<file path="src/rtl/mux_pipe_sel_if.sv">
// Bus bundle for mux_pipe_sel: channel bank, select/force controls and the registered result.
// in_valid_i qualifies the sample presented this cycle; hold_i=1 freezes every pipeline register and
// drops that cycle's sample; out_valid_o marks out_o/sel_err_o as carrying a valid sample. There is no ready.
interface mux_pipe_sel_if #(
    parameter int NUM_IN = 8,
    parameter int DATA_W = 1
);
    localparam int SEL_W = (NUM_IN <= 2) ? 1 : $clog2(NUM_IN);

    logic [NUM_IN*DATA_W-1:0] in_data_i;
    logic [SEL_W-1:0]         sel_i;
    logic                     force_i;
    logic                     in_valid_i;
    logic                     hold_i;
    logic [DATA_W-1:0]        out_o;
    logic                     out_valid_o;
    logic                     sel_err_o;

    modport master (
        output in_data_i, sel_i, force_i, in_valid_i, hold_i,
        input  out_o, out_valid_o, sel_err_o
    );

    modport slave (
        input  in_data_i, sel_i, force_i, in_valid_i, hold_i,
        output out_o, out_valid_o, sel_err_o
    );
endinterface

</file>
<file path="src/rtl/mux_pipe_sel.sv">
// Pipelined, registered N:1 selector with force override, valid qualifier, stall and out-of-range flag.
// The whole sample function is resolved before stage 0; later stages only delay {value, err, valid}.
module mux_pipe_sel #(
    parameter int                NUM_IN    = 8,
    parameter int                DATA_W    = 1,
    parameter int                STAGES    = 1,
    parameter logic [DATA_W-1:0] FORCE_VAL = '1
) (
    input logic           clk,
    input logic           rst,
    mux_pipe_sel_if.slave bus
);
    localparam int SEL_W = (NUM_IN <= 2) ? 1 : $clog2(NUM_IN);

    logic [DATA_W-1:0] sel_data;
    logic              sel_hit;
    logic [DATA_W-1:0] value_d;
    logic              err_d;

    logic [DATA_W-1:0] value_q [STAGES];
    logic [STAGES-1:0] err_q;
    logic [STAGES-1:0] valid_q;

    // Decoding by equality covers non-power-of-two NUM_IN: an unmatched select is the error case.
    always_comb begin
        sel_data = '0;
        sel_hit  = 1'b0;
        for (int i = 0; i < NUM_IN; i++) begin
            if (bus.sel_i == SEL_W'(i)) begin
                sel_hit  = 1'b1;
                sel_data = bus.in_data_i[i*DATA_W +: DATA_W];
            end
        end
    end

    always_comb begin
        value_d = '0;
        err_d   = 1'b0;
        if (bus.force_i) begin
            value_d = FORCE_VAL;
        end else if (sel_hit) begin
            value_d = sel_data;
        end else begin
            err_d = 1'b1;
        end
    end

    // Data is captured whatever in_valid_i says; only the valid bit follows it.
    always_ff @(posedge clk) begin
        if (rst) begin
            for (int s = 0; s < STAGES; s++) begin
                value_q[s] <= '0;
            end
            err_q   <= '0;
            valid_q <= '0;
        end else if (!bus.hold_i) begin
            value_q[0] <= value_d;
            err_q[0]   <= err_d;
            valid_q[0] <= bus.in_valid_i;
            for (int s = 1; s < STAGES; s++) begin
                value_q[s] <= value_q[s-1];
                err_q[s]   <= err_q[s-1];
                valid_q[s] <= valid_q[s-1];
            end
        end
    end

    assign bus.out_o       = value_q[STAGES-1];
    assign bus.out_valid_o = valid_q[STAGES-1];
    assign bus.sel_err_o   = err_q[STAGES-1];
endmodule
</file>
<file path="src/flat_wrapper.sv">
// flat-port wrapper written by rule: the top's interface ports become plain ports
module mux_pipe_sel_flat 
#(
    parameter int                NUM_IN    = 8,
    parameter int                DATA_W    = 1,
    parameter int                STAGES    = 1,
    parameter logic [DATA_W-1:0] FORCE_VAL = '1
)
  (clk, rst, bus_in_data_i, bus_sel_i, bus_force_i, bus_in_valid_i, bus_hold_i, bus_out_o, bus_out_valid_o, bus_sel_err_o);
  mux_pipe_sel_if #(.NUM_IN(NUM_IN), .DATA_W(DATA_W)) bus_i ();
  input logic clk;
  input logic rst;
  input wire logic [$bits(bus_i.in_data_i)-1:0] bus_in_data_i;
  input wire logic [$bits(bus_i.sel_i)-1:0] bus_sel_i;
  input wire logic [$bits(bus_i.force_i)-1:0] bus_force_i;
  input wire logic [$bits(bus_i.in_valid_i)-1:0] bus_in_valid_i;
  input wire logic [$bits(bus_i.hold_i)-1:0] bus_hold_i;
  output wire logic [$bits(bus_i.out_o)-1:0] bus_out_o;
  output wire logic [$bits(bus_i.out_valid_o)-1:0] bus_out_valid_o;
  output wire logic [$bits(bus_i.sel_err_o)-1:0] bus_sel_err_o;
  assign bus_i.in_data_i = bus_in_data_i;
  assign bus_i.sel_i = bus_sel_i;
  assign bus_i.force_i = bus_force_i;
  assign bus_i.in_valid_i = bus_in_valid_i;
  assign bus_i.hold_i = bus_hold_i;
  assign bus_out_o = bus_i.out_o;
  assign bus_out_valid_o = bus_i.out_valid_o;
  assign bus_sel_err_o = bus_i.sel_err_o;
  mux_pipe_sel #(.NUM_IN(NUM_IN), .DATA_W(DATA_W), .STAGES(STAGES), .FORCE_VAL(FORCE_VAL)) u_core (.clk(clk), .rst(rst), .bus(bus_i));
endmodule
</file>
<file path="config.mk">
export PLATFORM = sky130hd
export DESIGN_NAME = mux_pipe_sel_flat
export DESIGN_NICKNAME = d
export VERILOG_FILES = /design/src/rtl/mux_pipe_sel_if.sv /design/src/rtl/mux_pipe_sel.sv /design/src/flat_wrapper.sv
export SDC_FILE = /design/constraint.sdc
export NUM_CORES = 1
export LEC_CHECK = 0
export ABC_CLOCK_PERIOD_IN_PS = 1400
export CORE_AREA = 2 2 39 41
export DETAILED_ROUTE_END_ITERATION = 16
export DIE_AREA = 0 0 41 43
export GPL_TIMING_DRIVEN = 0
export SLEW_MARGIN = 40
export SYNTH_ARGS = -nofsm -noshare
export SYNTH_HDL_FRONTEND = slang
export SYNTH_SLANG_ARGS = --single-unit
</file>
<file path="constraint.sdc">
create_clock -name clk -period 1.4 [get_ports clk]
set_input_delay 0.42 -clock clk [delete_from_list [all_inputs] [get_ports clk]]
set_output_delay 0.42 -clock clk [all_outputs]
set_load 0.005 [all_outputs]
</file>
==> impl_metrics.env, run 1 <==
export IMPL_cts_sinks=3
export IMPL_hp_class="reg2reg"
export IMPL_switchingPower_uw=67.83
export IMPL_grt_max_degree=4
export IMPL_cts_setup_buffers=0
export IMPL_grt_usage=0.06834
export IMPL_p_leak_uw=0.0002327
export IMPL_seqCellArea_um2=70.07
export IMPL_antenna_found_initial=0
export IMPL_dp_slack_ps=-540.8
export IMPL_ir_drop_mv=0.2469
export IMPL_arrival_ps=1350
export IMPL_synth_warnings=0
export IMPL_p_comb_frac=0.238
export IMPL_fin_nets=55
export IMPL_detail_route_wl_per_cell_um=9.148
export IMPL_fmax_ghz=0.7231
export IMPL_grt_pass1_vias=211
export IMPL_setup_viol=0
export IMPL_p_seq_frac=0.301
export IMPL_die_area_um2=1763
export IMPL_timing_final_ws_setup_ps=17.12
export IMPL_synth_yosys_seq_area_share=0.3889
export IMPL_cts_root_buf="clkbuf_4"
export IMPL_relSlewSlack=0.8745
export IMPL_min_period_ps=1383
export IMPL_core_um2=1384
export IMPL_drive_gt1_frac=0.2368
export IMPL_crit_type="in2reg"
export IMPL_final_common_cell="dlymetal6s2s_1"
export IMPL_clk_latency_ps=230
export IMPL_dr_first_iter_drc_count=1
export IMPL_critPathLaunchType="primary input"
export IMPL_die_w_um=41
export IMPL_antenna_left=0
export IMPL_fillers=138
export IMPL_avgSynthCellArea_um2=11.26
export IMPL_slew_violations=0
export IMPL_num_io_pins=19
export IMPL_grt_pass1_wl_um=807
export IMPL_critPathRequiredTime_ps=1370
export IMPL_die_h_um=43
export IMPL_dr_pass1_iters=2
export IMPL_grt_ovfl_total=0
export IMPL_synth_seq_cells=3
export IMPL_max_cap_violations=0
export IMPL_cts_clk_slew_worst_paths_ps=30
export IMPL_port_buffers=18
export IMPL_cellPowerDensity_nw_per_um2=744.6
export IMPL_rsz0062_at_grt="no"
export IMPL_netlist_area_um2=180.2
export IMPL_multiInputGateArea_um2=120.1
export IMPL_period_share=0.9878
export IMPL_numCtsBuffers=3
export IMPL_viasPerCell=3.852
export IMPL_clockBufferDepth=2
export IMPL_status="complete, no violations"
export IMPL_finClkSkew_ps=0
export IMPL_swShare=0.2104
export IMPL_rows=14
export IMPL_cp_max_fo=1
export IMPL_clockPowerShare=0.462
export IMPL_p_int_uw=254.5
export IMPL_drt_wl_total_um=494
export IMPL_crit_path_end_kind="flop"
export IMPL_hold_violations=0
export IMPL_route_detailed_drc=0
export IMPL_gp_congestion=0.5896
export IMPL_holdWs_ps=421.4
export IMPL_tightestPinTransition_ps=188.2
export IMPL_num_vias=208
export IMPL_htreeDepth=1
export IMPL_area_delta_synth_final_pct=140.3
export IMPL_cts_tree="yes"
export IMPL_synthesis_nets=32
export IMPL_syn_inst=16
export IMPL_insertedDiodeCount=0
export IMPL_final_cell_mix="7 x dlymetal6s2s_1, 6 x clkdlybuf4s50_1, 3 x clkbuf_4, 3 x dlygate4sd2_1"
export IMPL_yosys_cell_types_count=12
export IMPL_start_util=0.1302
==> cell type report <==
| type | count | area share |
|---|---|---|
| Multi-Input combinational cell | 11 | 0.2775 |
| Timing Repair Buffer | 18 | 0.4364 |
| Clock buffer | 4 | 0.06069 |
| Tap cell | 16 | 0.04624 |
| Sequential cell | 3 | 0.1618 |
| Inverter | 2 | 0.01734 |
==> layer usage <==
| metal | global-route usage | routed length (um) | vias up |
|---|---|---|---|
| li1 | - | - | 103 |
| met1 | 0.07419 | 168 | 92 |
| met2 | 0.1125 | 272 | 11 |
| met3 | 0 | 36 | 2 |
| met4 | 0.06000 | 17 | 0 |
| met5 | 0 | 0 | - |
==> cell families after synthesis <==
kind of cell	Yosys count	synth area share
AO/OA/AOI/OAI	2	0.1181
buffers and inverters	2	0.04168
flip-flops	3	0.3889
multiplexers	4	0.3195
AND/OR/NAND/NOR	5	0.1320
==> state kept, by name (all words and copies together) (netlist names) <==
| name | count |
|---|---|
| u_core.bus.out_valid_o | 1 |
| u_core.bus.sel_err_o | 1 |
| u_core.value_q | 1 |
==> power by group through the flow <==
stage	registers, uW	clock network, uW	logic, uW
global route	97.4	161	83.3
detailed placement	98.4	0	76.0
finish	96.9	149	76.6
global placement	98.1	0	75.3
floorplan	98.8	0	19.1
CTS	97.0	155	72.2
==> final timing paths <==
path,start,to,slack (ps),depth (start not counted)
min,u_core.bus.sel_err_o,u_core.bus.sel_err_o,420,2
max reg2reg,u_core.bus.out_valid_o,u_core.bus.out_valid_o,820,2
max,bus_in_data_i[3],u_core.value_q[0],20,4
min reg2reg,u_core.bus.sel_err_o,u_core.bus.sel_err_o,420,2
==> cell usage after synthesis <==
cell	instances	area [um^2]
nand2_1	1	3.750
edfxtp_1	1	30.03
nor2_1	2	7.510
nand2b_1	1	6.260
mux2i_1	2	20.02
a311oi_2	1	15.01
mux4_1	1	26.28
or3_1	1	6.260
dfxtp_1	2	40.04
inv_1	2	7.510
a31oi_1	1	6.260
mux2_2	1	11.26
==> worst max-delay path: stages <==
cell	delay (ps)
clkdlybuf4s50_1	390
mux2_4	270
a31oi_4	160
a311oi_2	110
==> per-stage QoR <==
step           area [um^2]  instances  total power (uW)    util  TNS, ps
2_1_floorplan        180.2         16             117.8       -        0
3_3_place_gp         380.4         50             173.5  0.2749   -543.4
3_5_place_dp         380.4         50             174.4  0.2749   -540.8
4_1_cts              396.6         54             323.7  0.2866   -88.70
5_1_grt              432.9         54             342.0  0.3128        0
6_report             432.9         54             322.4  0.3128        0
==> timing repair <==
item	in CTS	in global routing
endpoints found under the setup margin	4	1
pin swaps	1	4
hold buffers	0	0
gates cloned	0	0
gates resized for setup	6	14
Note: power is estimated with default switching activity, not from simulation.
==> run 2, diff against run 1 <==
--- a/config.mk
+++ b/config.mk
@@ -6,9 +6,11 @@
 export NUM_CORES = 1
 export LEC_CHECK = 0
 export ABC_CLOCK_PERIOD_IN_PS = 1400
+export CAP_MARGIN = 20
 export CORE_AREA = 2 2 39 41
 export DETAILED_ROUTE_END_ITERATION = 16
 export DIE_AREA = 0 0 41 43
+export GPL_ROUTABILITY_DRIVEN = 0
 export GPL_TIMING_DRIVEN = 0
 export SLEW_MARGIN = 40
 export SYNTH_ARGS = -nofsm -noshare
==> results of run 2 <==
Same layout as run 1: the final DEF is identical, and so are final timing and power.
